`config.mk`:
```
export PLATFORM = sky130hd
export DESIGN_NAME = siso_frame_tx_flat
export DESIGN_NICKNAME = d
export VERILOG_FILES = /design/src/rtl/siso_pkg.sv /design/src/rtl/siso_frame_tx_if.sv /design/src/rtl/siso_bit_timer.sv /design/src/rtl/siso_frame_tx.sv /design/src/flat_wrapper.sv
export SDC_FILE = /design/constraint.sdc
export NUM_CORES = 1
export LEC_CHECK = 0
export CAP_MARGIN = 20
export CORE_AREA = 2 2 44 50
export DETAILED_ROUTE_END_ITERATION = 16
export DIE_AREA = 0 0 46 52
export PLACE_DENSITY = 0.88
export SLEW_MARGIN = 10
export SYNTH_ARGS = -nofsm -noshare
export SYNTH_HDL_FRONTEND = slang
export SYNTH_SLANG_ARGS = --single-unit
```
`constraint.sdc`:
```
create_clock -name clk -period 2.95 [get_ports clk]
set_clock_uncertainty 0.1 [all_clocks]
set_input_delay 0.295 -clock clk [delete_from_list [all_inputs] [get_ports clk]]
set_output_delay 0.295 -clock clk [all_outputs]
set_load 0.05 [all_outputs]
```
`src/rtl/siso_pkg.sv`:
```
// Shared types and line levels for the serial frame transmitter.
package siso_pkg;

  typedef enum logic [2:0] {
    StIdle,
    StStart,
    StData,
    StParity,
    StStop
  } tx_state_t;

  localparam logic IDLE_LEVEL  = 1'b1;
  localparam logic START_LEVEL = 1'b0;
  localparam logic STOP_LEVEL  = 1'b1;

  // Counter width for a 0..n-1 count; never narrower than one bit.
  function automatic int unsigned cnt_width(input int unsigned n);
    return (n > 1) ? $clog2(n) : 1;
  endfunction

endpackage

```
`src/rtl/siso_frame_tx_if.sv`:
```
// Load handshake and serial line bundle for siso_frame_tx.
interface siso_frame_tx_if #(
  parameter int unsigned WIDTH = 8
) ();

  logic [WIDTH-1:0] data_in;
  logic             load_valid;
  logic             load_ready;
  logic             serial_out;
  logic             busy;
  logic             done;

  modport master (
    output data_in, load_valid,
    input  load_ready, serial_out, busy, done
  );

  modport slave (
    input  data_in, load_valid,
    output load_ready, serial_out, busy, done
  );

endinterface

```
`src/rtl/siso_bit_timer.sv`:
```
// Bit-period counter: bit_end marks the last clock of each CLKS_PER_BIT period.
module siso_bit_timer
  import siso_pkg::*;
#(
  parameter int unsigned CLKS_PER_BIT = 4
) (
  input  logic clk,
  input  logic rst,
  input  logic clear,
  output logic bit_end
);

  localparam int unsigned CntW = cnt_width(CLKS_PER_BIT);
  localparam logic [CntW-1:0] CntLast = CntW'(CLKS_PER_BIT - 1);

  logic [CntW-1:0] cnt_q, cnt_d;

  assign bit_end = (cnt_q == CntLast);

  always_comb begin
    cnt_d = cnt_q + 1'b1;
    if (clear || bit_end) begin
      cnt_d = '0;
    end
  end

  always_ff @(posedge clk or negedge rst) begin
    if (!rst) begin
      cnt_q <= '0;
    end else begin
      cnt_q <= cnt_d;
    end
  end

endmodule

```
`src/rtl/siso_frame_tx.sv`:
```
// Framed serial transmitter: start bit, data LSB first, optional even parity, stop bit.
module siso_frame_tx
  import siso_pkg::*;
#(
  parameter int unsigned WIDTH        = 8,
  parameter int unsigned CLKS_PER_BIT = 4,
  parameter int unsigned PARITY_EN    = 1
) (
  input  logic           clk,
  input  logic           rst,
  siso_frame_tx_if.slave bus
);

  localparam int unsigned IdxW = $clog2(WIDTH + 1);
  localparam logic [IdxW-1:0] IdxLast = IdxW'(WIDTH - 1);

  tx_state_t        state_q, state_d;
  logic [WIDTH-1:0] shift_q, shift_d;
  logic [IdxW-1:0]  idx_q, idx_d;
  logic             parity_q, parity_d;
  logic             done_q, done_d;
  logic             ready;
  logic             line;
  logic             bit_end;
  logic             timer_clear;

  always_comb begin
    state_d  = state_q;
    shift_d  = shift_q;
    idx_d    = idx_q;
    parity_d = parity_q;
    ready    = 1'b0;
    line     = IDLE_LEVEL;

    unique case (state_q)
      StIdle: begin
        ready = 1'b1;
      end
      StStart: begin
        line = START_LEVEL;
        if (bit_end) state_d = StData;
      end
      StData: begin
        line = shift_q[0];
        if (bit_end) begin
          shift_d = shift_q >> 1;
          idx_d   = idx_q + 1'b1;
          if (idx_q == IdxLast) begin
            idx_d   = '0;
            state_d = (PARITY_EN != 0) ? StParity : StStop;
          end
        end
      end
      StParity: begin
        line = parity_q;
        if (bit_end) state_d = StStop;
      end
      StStop: begin
        line = STOP_LEVEL;
        if (bit_end) begin
          ready   = 1'b1;
          state_d = StIdle;
        end
      end
      default: state_d = StIdle;
    endcase

    // An accepted word always wins: from IDLE or chained straight out of the last stop clock.
    if (ready && bus.load_valid) begin
      shift_d  = bus.data_in;
      parity_d = ^bus.data_in;
      idx_d    = '0;
      state_d  = StStart;
    end
  end

  assign timer_clear = (state_d != state_q) || (state_q == StIdle);
  assign done_d      = (state_q == StStop) && bit_end;

  siso_bit_timer #(
    .CLKS_PER_BIT(CLKS_PER_BIT)
  ) u_bit_timer (
    .clk    (clk),
    .rst    (rst),
    .clear  (timer_clear),
    .bit_end(bit_end)
  );

  always_ff @(posedge clk or negedge rst) begin
    if (!rst) begin
      state_q  <= StIdle;
      shift_q  <= '0;
      idx_q    <= '0;
      parity_q <= 1'b0;
      done_q   <= 1'b0;
    end else begin
      state_q  <= state_d;
      shift_q  <= shift_d;
      idx_q    <= idx_d;
      parity_q <= parity_d;
      done_q   <= done_d;
    end
  end

  assign bus.load_ready = ready;
  assign bus.serial_out = line;
  assign bus.busy       = (state_q != StIdle);
  assign bus.done       = done_q;

endmodule

```
`src/flat_wrapper.sv`:
```
// flat-port wrapper written by rule: the top's interface ports become plain ports
module siso_frame_tx_flat import siso_pkg::*;
#(
  parameter int unsigned WIDTH        = 8,
  parameter int unsigned CLKS_PER_BIT = 4,
  parameter int unsigned PARITY_EN    = 1
)
  (clk, rst, bus_data_in, bus_load_valid, bus_load_ready, bus_serial_out, bus_busy, bus_done);
  siso_frame_tx_if #(.WIDTH(WIDTH)) bus_i ();
  input  logic clk;
  input  logic rst;
  input wire logic [$bits(bus_i.data_in)-1:0] bus_data_in;
  input wire logic [$bits(bus_i.load_valid)-1:0] bus_load_valid;
  output wire logic [$bits(bus_i.load_ready)-1:0] bus_load_ready;
  output wire logic [$bits(bus_i.serial_out)-1:0] bus_serial_out;
  output wire logic [$bits(bus_i.busy)-1:0] bus_busy;
  output wire logic [$bits(bus_i.done)-1:0] bus_done;
  assign bus_i.data_in = bus_data_in;
  assign bus_i.load_valid = bus_load_valid;
  assign bus_load_ready = bus_i.load_ready;
  assign bus_serial_out = bus_i.serial_out;
  assign bus_busy = bus_i.busy;
  assign bus_done = bus_i.done;
  siso_frame_tx #(.WIDTH(WIDTH), .CLKS_PER_BIT(CLKS_PER_BIT), .PARITY_EN(PARITY_EN)) u_core (.clk(clk), .rst(rst), .bus(bus_i));
endmodule
```
==> flow_summary.json <==
{
  "combPwrFrac_pct": 44.9,
  "dieArea_mm2": 0.00239,
  "hold_depth": 1,
  "power_w": 0.00103,
  "first_global_vias": 736,
  "preCtsSetupSlack_ps": 818,
  "tns_ps": 0,
  "cts_hold_buf": 0,
  "power.share.clock_pct": 12.5,
  "grt_max_degree": 20,
  "antenna_found_initial": 0,
  "cts_root_buf": "clkbuf_4",
  "drv_cap": 0,
  "area_delta_synth_final_pct": 14.5,
  "crit_required_ps": 2560,
  "final_cell_area_mm2": 0.00115,
  "cts_sinks": 19,
  "drc": 0,
  "die_h_um": 52,
  "ctsHtreeMaxLevel": 1,
  "drive_above_1_share_pct": 4.46,
  "fin_crit_ps": 2440,
  "fin_ws_ps": 510,
  "yosysWarnings": 0,
  "cp_max_fo": 10,
  "p_int_w": 0.000607,
  "final_common_cell": "dfrtp_1",
  "cp.arrival_ps": 2050,
  "tightest_slew_ps": 823,
  "post_cts_buffers": 0,
  "maxSlewViolCount": 0,
  "syn_area_per_cell_um2": 10.1,
  "overflow": 0,
  "dpl_cell_area_mm2": 0.00113,
  "viasPerCell": 5.52,
  "ys_ff_latch": 19,
  "initialDrtViolationCount": 4,
  "finalHoldViolCount": 0,
  "timing.final.crit_share_pct": 82.7,
  "start_util_pct": 52.6,
  "dpl.hpwl_um": 1270,
  "antenna_left": 0,
  "ctsResizeCount": 0,
  "grt_pass1_wl_um": 3080,
  "clk_path_buf_depth": 2,
  "syn_inst": 100,
  "final_cell_mix": "dfrtp_1 (19), clkdlybuf4s50_1 (14), nor2_1 (13), a21oi_1 (10), xnor2_1 (8)",
  "power_per_cell_area_mw_per_mm2": 890,
  "routed-via-count": 723,
  "gp_congestion": 0.787,
  "switching_power_w": 0.000420,
  "nets": 126,
  "dieWidth_um": 46,
  "seq_area_frac_synth_pct": 47.2,
  "setup_viol": 0,
  "io_pins": 15,
  "fmax_ghz": 0.410,
  "synth.distinct_cells": 30,
  "maxSlewHeadroom_pct": 45.0,
  "leakage_nw": 0.480,
  "switching_share_pct": 40.9,
  "antenna_cells": 0,
  "clk_pin_slew_worst_paths_ps": 100,
  "rsz0062_at_grt": "false",
  "first_pass_iters": 4,
  "num_rows": 17,
  "finalWirelength_um": 1660,
  "crit_path_start_kind": "register",
  "portBuffers": 14,
  "critPathCaptureType": "output port",
  "grt_use_total_pct": 17.6,
  "synth_area_mm2": 0.00101,
  "routedWlPerCell_um": 12.7,
  "coreArea_mm2": 0.00191,
  "clkLatencyLatePin_ps": 290,
  "whs_ps": 358,
  "status": "completed",
  "path_class": "register to output port",
  "irDropWorstVdd_v": 0.000430,
  "numCtsBuffers": 3,
  "seq_power_share_pct": 42.6,
  "cts_tree": "yes",
  "min_path_type": "register to register",
  "syn-num-nets": 113,
  "rr_worst_depth": 5
}
==> cells by family (layout without fill, tap and decap cells) <==
kind of cell | Yosys count | after routing | synth area share [%]
adder cells (fa/ha/maj) | 2 | 2 | 2.48
buffers and inverters | 8 | 20 | 5.09
AO/OA/AOI/OAI | 19 | 19 | 11.6
XOR/XNOR | 9 | 9 | 7.83
multiplexers | 6 | 6 | 5.96
flip-flops | 19 | 19 | 47.2
AND/OR/NAND/NOR | 37 | 37 | 19.9
==> sequential cells by signal, summed over array words and instances, names as in the netlist <==
name                      flops
u_core.bus.done               1
u_core.shift_q                8
u_core.idx_q                  4
u_core.state_q                3
u_core.u_bit_timer.cnt_q      2
u_core.parity_q               1
==> per-stage QoR <==
step | utilization, % | cells
after floorplan | - | 100
after CTS | 60.3 | 131
final | 60.3 | 131
after detailed placement | 58.9 | 127
after global placement | 58.9 | 127
after global routing | 60.3 | 131
==> final cells by class <==
type | count | area [um2]
Fill cell | 184 | 761
Multi-Input combinational cell | 73 | 480
Sequential cell | 19 | 475
Timing Repair Buffer | 14 | 140
Clock buffer | 4 | 26.3
Tap cell | 19 | 23.8
Inverter | 2 | 7.51
==> worst paths after layout <==
kind,startpoint,endpoint,slack (ps)
min in group asynchronous,rst,u_core.state_q[2]$_DFF_PN0_,370
max in group asynchronous,rst,u_core.parity_q$_DFFE_PN0P_,1870
hold / removal,u_core.u_bit_timer.cnt_q[0]$_DFF_PN0_,u_core.u_bit_timer.cnt_q[0]$_DFF_PN0_,360
hold reg to reg,u_core.u_bit_timer.cnt_q[0]$_DFF_PN0_,u_core.u_bit_timer.cnt_q[0]$_DFF_PN0_,360
setup reg to reg,u_core.u_bit_timer.cnt_q[0]$_DFF_PN0_,u_core.shift_q[5]$_DFFE_PN0P_,1120
setup / recovery,u_core.u_bit_timer.cnt_q[0]$_DFF_PN0_,bus_load_ready,510
==> power groups by stage <==
stage	clock, W	sequential, W	combinational [W]
after floorplan	0	0.000397	0.000399
after detailed placement	0	0.000443	0.000467
after global placement	0	0.000437	0.000454
final	0.000128	0.000438	0.000461
after global routing	0.000146	0.000454	0.000520
after CTS	0.000134	0.000437	0.000469
==> routing by layer <==
layer | vias up | global-route usage, % | part of all wire (%)
li1 | 372 | - | -
met2 | 16 | 29.4 | 50
met5 | - | 0 | 0
met3 | 0 | 3.13 | 4.0
met1 | 335 | 22.6 | 46
met4 | 0 | 5.71 | 0
==> Yosys cell counts <==
cell type  instances  area share [%]
xnor2_1            8             7.0
nor3_1             3             1.5
clkbuf_1           1            0.37
o21ai_1            1            0.50
buf_4              1            0.75
and3b_1            1            0.87
a22o_1             3             2.6
or3_1              3             1.9
dfrtp_1           19              47
buf_2              2            0.99
nand2b_1           1            0.62
ha_1               2             2.5
a21oi_2            1            0.87
xor2_1             1            0.87
nor3b_1            3             2.2
or2_1              1            0.62
nor2_1            13             4.8
nand4b_1           2             1.7
nand2_1            4             1.5
a21oi_1           10             5.0
a311o_1            1            0.99
nor2b_1            1            0.62
o21ai_0            2            0.99
buf_6              2             2.2
nand3_1            2            0.99
and3_1             2             1.2
mux2i_1            6             6.0
and4bb_2           1             1.2
a31oi_1            1            0.62
inv_1              2            0.75
==> worst max-delay path, cell delays in order (launching register included) <==
cell	delay [ps]
dfrtp_1	370
ha_1	310
nor2b_1	100
nor3_1	150
clkdlybuf4s50_1	830
No activity file was read; power rests on OpenSTA's default activity.
